### config.mk
export PLATFORM = sky130hd
export DESIGN_NAME = control_path_flat
export DESIGN_NICKNAME = d
export VERILOG_FILES = /design/src/rtl/control_path_if.sv /design/src/rtl/control_path.sv /design/src/flat_wrapper.sv
export SDC_FILE = /design/constraint.sdc
export NUM_CORES = 1
export LEC_CHECK = 0
export ABC_AREA = 1
export CAP_MARGIN = 15
export CORE_MARGIN = 2
export CORE_UTILIZATION = 39
export DETAILED_ROUTE_END_ITERATION = 12
export GPL_TIMING_DRIVEN = 0
export PLACE_DENSITY = 0.81
export SETUP_SLACK_MARGIN = 0.05
export SYNTH_ARGS = -nofsm -noshare
export SYNTH_HDL_FRONTEND = slang
export SYNTH_SLANG_ARGS = --single-unit
### constraint.sdc
create_clock -name clk -period 1.4 [get_ports clk]
set_clock_uncertainty 0.15 [all_clocks]
set_input_delay 0.14 -clock clk [delete_from_list [all_inputs] [get_ports clk]]
set_output_delay 0.14 -clock clk [all_outputs]
set_load 0.1 [all_outputs]
### src/rtl/control_path_if.sv
// Handshake and datapath-control bundle between the AEAD control path and
// its neighbours. The master side is the block/data source plus the
// datapath; the slave side is control_path itself.
interface control_path_if;
  // Operation request and block handshakes (driven by the source)
  logic       start;
  logic       ad_empty;
  logic       ad_valid;
  logic       ad_last;
  logic       db_valid;
  logic       db_last;

  // Status and handshake responses (driven by control_path)
  logic       ready;
  logic       ad_ready;
  logic       db_ready;
  logic       dout_valid;
  logic       tag_valid;

  // Datapath controls (driven by control_path)
  logic [3:0] rnd;
  logic       en_internal;
  logic       en_new_aead;
  logic       sel_state;
  logic       sel_din;
  logic       sel_dout;
  logic       sel_xor_data;
  logic       end_ad;
  logic [1:0] sel_xor_key;

  modport master (
    output start, ad_empty, ad_valid, ad_last, db_valid, db_last,
    input  ready, ad_ready, db_ready, dout_valid, tag_valid,
    input  rnd, en_internal, en_new_aead, sel_state, sel_din, sel_dout,
    input  sel_xor_data, end_ad, sel_xor_key
  );

  modport slave (
    input  start, ad_empty, ad_valid, ad_last, db_valid, db_last,
    output ready, ad_ready, db_ready, dout_valid, tag_valid,
    output rnd, en_internal, en_new_aead, sel_state, sel_din, sel_dout,
    output sel_xor_data, end_ad, sel_xor_key
  );
endinterface

### src/rtl/control_path.sv
// Ascon AEAD control path: sequences permutation rounds, absorbs associated
// data (AD) and data blocks (DB), and produces the final tag strobe.
// Optional feature: define ASCON_CTRL_ABORT_EN to add an 'abort' input that
// drops any running operation back to IDLE without producing a tag.
module control_path (
  input  logic         clk,
  input  logic         rst,
`ifdef ASCON_CTRL_ABORT_EN
  input  logic         abort,
`endif
  control_path_if.slave bus
);

  typedef enum logic [2:0] {
    IDLE,
    INIT,
    AD_PERM,
    DB_PERM,
    FINAL
  } state_e;

  localparam logic [3:0] LAST_RND  = 4'd11;
  localparam logic [3:0] PERM_BASE = 4'd4;   // first round of the short (8-round) permutation

  state_e     state_q, state_d;
  logic [3:0] cnt_q, cnt_d;
  logic       ade_q, ade_d;           // operation started with no AD blocks
  logic       ad_last_q, ad_last_d;   // most recently absorbed AD block was the final one
  logic       next_is_ad;

  // State, round counter and operation flags; synchronous active-high reset
  always_ff @(posedge clk) begin
    // NOTE: sequential state uses non-blocking assignments so every register
    // samples the pre-edge values computed by the combinational block.
    if (rst) begin
      state_q   <= IDLE;
      cnt_q     <= '0;
      ade_q     <= 1'b0;
      ad_last_q <= 1'b0;
    end else begin
      state_q   <= state_d;
      cnt_q     <= cnt_d;
      ade_q     <= ade_d;
      ad_last_q <= ad_last_d;
    end
  end

  // Next-state and all datapath controls, decoded from state, cnt, flags and handshakes
  always_comb begin
    // NOTE: every signal written here gets a default first, so no path through
    // the case statement can leave one unassigned and infer a latch.
    state_d          = state_q;
    cnt_d            = cnt_q;
    ade_d            = ade_q;
    ad_last_d        = ad_last_q;
    bus.ready        = 1'b0;
    bus.ad_ready     = 1'b0;
    bus.db_ready     = 1'b0;
    bus.dout_valid   = 1'b0;
    bus.tag_valid    = 1'b0;
    bus.rnd          = cnt_q;
    bus.en_internal  = 1'b0;
    bus.en_new_aead  = 1'b0;
    bus.sel_state    = 1'b0;
    bus.sel_din      = 1'b0;
    bus.sel_dout     = 1'b0;
    bus.sel_xor_data = 1'b0;
    bus.end_ad       = 1'b0;
    bus.sel_xor_key  = 2'b00;

    // The block awaited at an absorb cycle is AD only while AD blocks remain
    next_is_ad = ((state_q == INIT) && !ade_q) ||
                 ((state_q == AD_PERM) && !ad_last_q);

    unique case (state_q)
      IDLE: begin
        bus.ready = 1'b1;
        if (bus.start) begin
          bus.en_new_aead = 1'b1;
          bus.sel_state   = 1'b1;
          bus.en_internal = 1'b1;
          ade_d           = bus.ad_empty;
          cnt_d           = '0;
          state_d         = INIT;
        end
      end

      INIT, AD_PERM, DB_PERM: begin
        if (cnt_q != LAST_RND) begin
          bus.en_internal = 1'b1;
          cnt_d           = cnt_q + 4'd1;
        end else begin
          // Absorb cycle: the initialisation key XOR applies on the INIT absorb
          if (state_q == INIT) bus.sel_xor_key[0] = 1'b1;

          if (next_is_ad) begin
            if (bus.ad_valid) begin
              bus.en_internal  = 1'b1;
              bus.ad_ready     = 1'b1;
              bus.sel_xor_data = 1'b1;
              ad_last_d        = bus.ad_last;
              cnt_d            = PERM_BASE;
              state_d          = AD_PERM;
            end
          end else if (bus.db_valid) begin
            bus.en_internal  = 1'b1;
            bus.db_ready     = 1'b1;
            bus.dout_valid   = 1'b1;
            bus.sel_xor_data = 1'b1;
            bus.sel_din      = 1'b1;
            // Only DB_PERM follows a data block, so any other state means first DB
            bus.end_ad       = (state_q != DB_PERM);
            if (bus.db_last) begin
              bus.sel_xor_key[1] = 1'b1;
              cnt_d              = '0;
              state_d            = FINAL;
            end else begin
              cnt_d   = PERM_BASE;
              state_d = DB_PERM;
            end
          end
        end
      end

      FINAL: begin
        bus.en_internal = 1'b1;
        if (cnt_q != LAST_RND) begin
          cnt_d = cnt_q + 4'd1;
        end else begin
          bus.sel_xor_key = 2'b01;
          bus.sel_dout    = 1'b1;
          bus.tag_valid   = 1'b1;
          cnt_d           = '0;
          state_d         = IDLE;
        end
      end

      default: begin
        cnt_d   = '0;
        state_d = IDLE;
      end
    endcase

`ifdef ASCON_CTRL_ABORT_EN
    // Abort overrides everything: silence handshakes and drop to IDLE
    if (abort && (state_q != IDLE)) begin
      bus.ad_ready    = 1'b0;
      bus.db_ready    = 1'b0;
      bus.dout_valid  = 1'b0;
      bus.tag_valid   = 1'b0;
      bus.en_internal = 1'b0;
      cnt_d           = '0;
      state_d         = IDLE;
    end
`endif
  end

endmodule

### src/flat_wrapper.sv
// flat-port wrapper written by rule: the top's interface ports become plain ports
module control_path_flat 
  (clk, rst, bus_start, bus_ad_empty, bus_ad_valid, bus_ad_last, bus_db_valid, bus_db_last, bus_ready, bus_ad_ready, bus_db_ready, bus_dout_valid, bus_tag_valid, bus_rnd, bus_en_internal, bus_en_new_aead, bus_sel_state, bus_sel_din, bus_sel_dout, bus_sel_xor_data, bus_end_ad, bus_sel_xor_key);
  control_path_if bus_i ();
  input  logic clk;
  input  logic rst;
  input wire logic [$bits(bus_i.start)-1:0] bus_start;
  input wire logic [$bits(bus_i.ad_empty)-1:0] bus_ad_empty;
  input wire logic [$bits(bus_i.ad_valid)-1:0] bus_ad_valid;
  input wire logic [$bits(bus_i.ad_last)-1:0] bus_ad_last;
  input wire logic [$bits(bus_i.db_valid)-1:0] bus_db_valid;
  input wire logic [$bits(bus_i.db_last)-1:0] bus_db_last;
  output wire logic [$bits(bus_i.ready)-1:0] bus_ready;
  output wire logic [$bits(bus_i.ad_ready)-1:0] bus_ad_ready;
  output wire logic [$bits(bus_i.db_ready)-1:0] bus_db_ready;
  output wire logic [$bits(bus_i.dout_valid)-1:0] bus_dout_valid;
  output wire logic [$bits(bus_i.tag_valid)-1:0] bus_tag_valid;
  output wire logic [$bits(bus_i.rnd)-1:0] bus_rnd;
  output wire logic [$bits(bus_i.en_internal)-1:0] bus_en_internal;
  output wire logic [$bits(bus_i.en_new_aead)-1:0] bus_en_new_aead;
  output wire logic [$bits(bus_i.sel_state)-1:0] bus_sel_state;
  output wire logic [$bits(bus_i.sel_din)-1:0] bus_sel_din;
  output wire logic [$bits(bus_i.sel_dout)-1:0] bus_sel_dout;
  output wire logic [$bits(bus_i.sel_xor_data)-1:0] bus_sel_xor_data;
  output wire logic [$bits(bus_i.end_ad)-1:0] bus_end_ad;
  output wire logic [$bits(bus_i.sel_xor_key)-1:0] bus_sel_xor_key;
  assign bus_i.start = bus_start;
  assign bus_i.ad_empty = bus_ad_empty;
  assign bus_i.ad_valid = bus_ad_valid;
  assign bus_i.ad_last = bus_ad_last;
  assign bus_i.db_valid = bus_db_valid;
  assign bus_i.db_last = bus_db_last;
  assign bus_ready = bus_i.ready;
  assign bus_ad_ready = bus_i.ad_ready;
  assign bus_db_ready = bus_i.db_ready;
  assign bus_dout_valid = bus_i.dout_valid;
  assign bus_tag_valid = bus_i.tag_valid;
  assign bus_rnd = bus_i.rnd;
  assign bus_en_internal = bus_i.en_internal;
  assign bus_en_new_aead = bus_i.en_new_aead;
  assign bus_sel_state = bus_i.sel_state;
  assign bus_sel_din = bus_i.sel_din;
  assign bus_sel_dout = bus_i.sel_dout;
  assign bus_sel_xor_data = bus_i.sel_xor_data;
  assign bus_end_ad = bus_i.end_ad;
  assign bus_sel_xor_key = bus_i.sel_xor_key;
  control_path u_core (.clk(clk), .rst(rst), .bus(bus_i));
endmodule
==> impl_metrics.py <==
metrics = {
    "synthesis": {
        "synth_nets": 127,
        "synth_async_sr_flop_share_pct": 0,
        "ys_seq_elements": 9,
        "yosysMostFrequentCell": "inv_1",
        "ys_seq_area_share_pct": 24.9,
        "syn_area_per_cell_um2": 6.14,
        "synth.cell_area_um2": 724,
        "postSynthCellCount": 118,
        "synth-edff-count": 0,
        "synth_largest_area_cell": "dfxtp_1",
        "synth_top_area_share_pct": 24.9,
        "synth_cell_types": 21,
        "netlist_top_cells_count": "inv_1 (22), nor2_1 (19), nand2_1 (18)",
        "synth_ff_type": "dfxtp_1",
        "yosys_warnings": 0,
        "ys_top_cells_by_area": "dfxtp_1 (25%), inv_1 (11%), nand3_1 (10%), nor2_1 (9.8%), nand2_1 (9.3%)",
    },
    "timing": {
        "rsz0062_at_grt": "yes",
        "min_period_over_period_pct": 148,
        "drv_slew": 0,
        "holdWs_ns": 0.356,
        "period_minus_slack_ns": 2.08,
        "fin_ws_ns": -0.676,
        "fmax_mhz": 482,
        "setup_violations": 25,
        "relSlewSlack_pct": 35.9,
        "worstMarginPinSlew_ns": 0.966,
        "hold_viol_final": 0,
    },
    "status": {
        "status": "finished, violations left",
        "violations": "negative setup slack",
    },
    "floorplan": {
        "die_area_mm2": 0.00222,
        "row_count": 15,
        "fp.dieH_um": 47.1,
        "ioPinCount": 26,
        "core_area_mm2": 0.00175,
        "initial_utilization_pct": 41.5,
        "die_w_um": 47.1,
    },
    "detailed_routing": {
        "ant_nets": 0,
        "vias_per_cell": 5.70,
        "drt-wirelength-per-cell_um": 19.1,
        "drc": 0,
        "vias": 1100,
        "drtIter0Drc": 105,
        "first_pass_iters": 5,
        "drt_wl_total_um": 3700,
    },
    "setup_path": {
        "startpoint": "u_core.bus.rnd[0]",
        "worstPathRequired_ns": 1.11,
        "arrival_ns": 1.79,
        "rr_endpoint": "u_core.bus.rnd[0]",
        "r2r_setup_slack_ns": -0.47,
        "cp_num_buf_inv": 4,
        "reg2reg_from": "u_core.bus.rnd[0]",
        "startpoint_type": "register",
        "slowest_stage": "dfxtp_4",
        "critical-path-top-delay-family": "buffers and inverters",
        "reg2reg_depth": 10,
        "cpPeakStageDelay_ns": 0.39,
        "worstPathMaxFanout": 4,
        "critPathKind": "reg2out",
        "crit_end": "bus_dout_valid",
        "critPathCaptureType": "primary output",
        "path_depth": 9,
        "path_cells": "ha_4 -> nand2_2 -> nor2_4 -> inv_6 -> nor2_4 -> nand3_4 -> clkinvlp_4 -> buf_12 -> buf_12",
    },
    "grt": {
        "first_global_vias": 1028,
        "overflow": 0,
        "grt_usage_pct": 33.7,
        "grt_start_max_net_pins": 10,
        "grt_pass1_wl_um": 5020,
        "antenna_found_initial": 0,
    },
    "placed_design": {
        "portBuffers": 25,
        "place.detailed.hpwl_um": 1510,
        "placed_area_mm2": 0.00120,
        "place.gp.congestion": 0.810,
    },
    "layout": {
        "final_area_mm2": 0.00162,
        "nets": 178,
        "area_growth_pct": 123,
        "antennaDiodeCount": 0,
        "utilization_pct": 92.8,
        "layout-drive-gt1-share_pct": 52.4,
        "filler_cell_count": 60,
    },
    "clocking": {
        "clk_pin_slew_ns": 0.07,
        "cts.path.max_buffers": 2,
        "cts_buffers": 3,
        "cts_tree": "done",
        "cts.sinks": 9,
        "root_buffer": "clkbuf_4",
        "h-tree-depth": 1,
        "clk_latency_ns": 0.27,
    },
    "power_and_ir_drop": {
        "p_per_area_mw_per_mm2": 2020,
        "power.total_mw": 3.27,
        "p_leak_nw": 0.693,
        "max-vdd-ir-drop_mv": 1.43,
    },
    "job": {
        "max_cap_viol_count": 0,
    },
    "worst_hold_path": {
        "min_path_type": "in2reg",
        "worst_hold_path.num_cells": 3,
    },
}
## per-layer routing
layer	up-vias	global-route usage, %	wire length, um	share of wire (%)
li1	471	-	-	-
met1	483	37.7	1240	34
met2	106	55.1	1750	47
met3	40	9.62	415	11
met4	0	21.7	286	7.7
met5	-	5.00	0	0
## kinds of logic after synthesis
kind of cell	after synthesis	share of synthesized area (%)
buffers and inverters	27	16.1
and+or+nand+nor	67	46.1
AOI/OAI and AO/OA	12	8.81
adders and majority gates	1	1.73
xor gates and xnor gates	2	2.42
DFF	9	24.9
## state kept, by name (all words and copies together), names as in the netlist
signal,flops
u_core.ade_q,1
u_core.ad_last_q,1
u_core.state_q,3
u_core.bus.rnd,4
## worst min-delay path: stages
cell and delay, ns:
clkdlybuf4s50_1 0.41, o21ai_2 0.14, a21oi_1 0.04
## report_power, final
part	leakage (nW)	switching (mW)	internal, mW
Sequential	0.0784	0.128	0.364
Combinational	0.600	1.73	0.822
Clock	0.0150	0.109	0.110
Total	0.693	1.97	1.30
## how the worst min path moves through the flow
stage,startpoint,to,slack (ns)
6_report,bus_ad_empty,u_core.ade_q,0.36
3_3_place_gp,u_core.ade_q,u_core.ade_q,0.35
3_5_place_dp,u_core.ade_q,u_core.ade_q,0.36
2_1_floorplan,rst,u_core.state_q[1],0.05
5_1_grt,bus_ad_last,u_core.ad_last_q,0.38
4_1_cts,bus_ad_empty,u_core.ade_q,0.34
## timing repair
item / 4_1_cts / 5_1_grt
gates cloned: 0 / 0
resized for setup: 156 / 10
pin swaps: 17 / 3
endpoints found under the setup margin: 27 / 26
setup buffers: 18 / 4
hold buffers: 0 / 0
## area by class of cell
class / instances / area (um2) / area share [%]
inverter: 23 / 101 / 6.26
timing repair buffer: 47 / 594 / 36.7
multi-input combinational: 82 / 602 / 37.2
clock buffer: 4 / 26.3 / 1.62
tap: 25 / 31.3 / 1.93
buffer: 3 / 60.1 / 3.71
sequential: 9 / 204 / 12.6
## layout by cell type, fill, tap and decap left out, types with 2 or more instances in the layout
cell	Yosys	routed
nor2_1	19	13
dfxtp_1	9	2
buf_6	0	9
o21ai_2	0	2
inv_1	22	19
a21oi_4	0	2
nand3_2	2	2
nand2_4	0	3
nand4_1	3	3
nand2_2	4	8
clkdlybuf4s50_1	0	7
nand3_1	15	12
a21oi_1	7	5
dfxtp_4	0	6
nand2_1	18	11
clkbuf_4	0	3
nand3_4	0	3
buf_4	4	14
o21ai_0	4	2
buf_12	0	18
clkinvlp_4	0	2
dlygate4sd2_1	0	2
nor2_4	1	8
## through the flow
stage	TNS (ns)	setup WS, ns	instances
2_1_floorplan	-10.38	-0.809	118
3_5_place_dp	-18.50	-1.33	168
5_1_grt	-12.33	-0.715	193
3_3_place_gp	-18.13	-1.32	168
6_report	-11.59	-0.676	193
4_1_cts	-8.82	-0.605	189
Note: power is estimated with default switching activity, not from simulation.
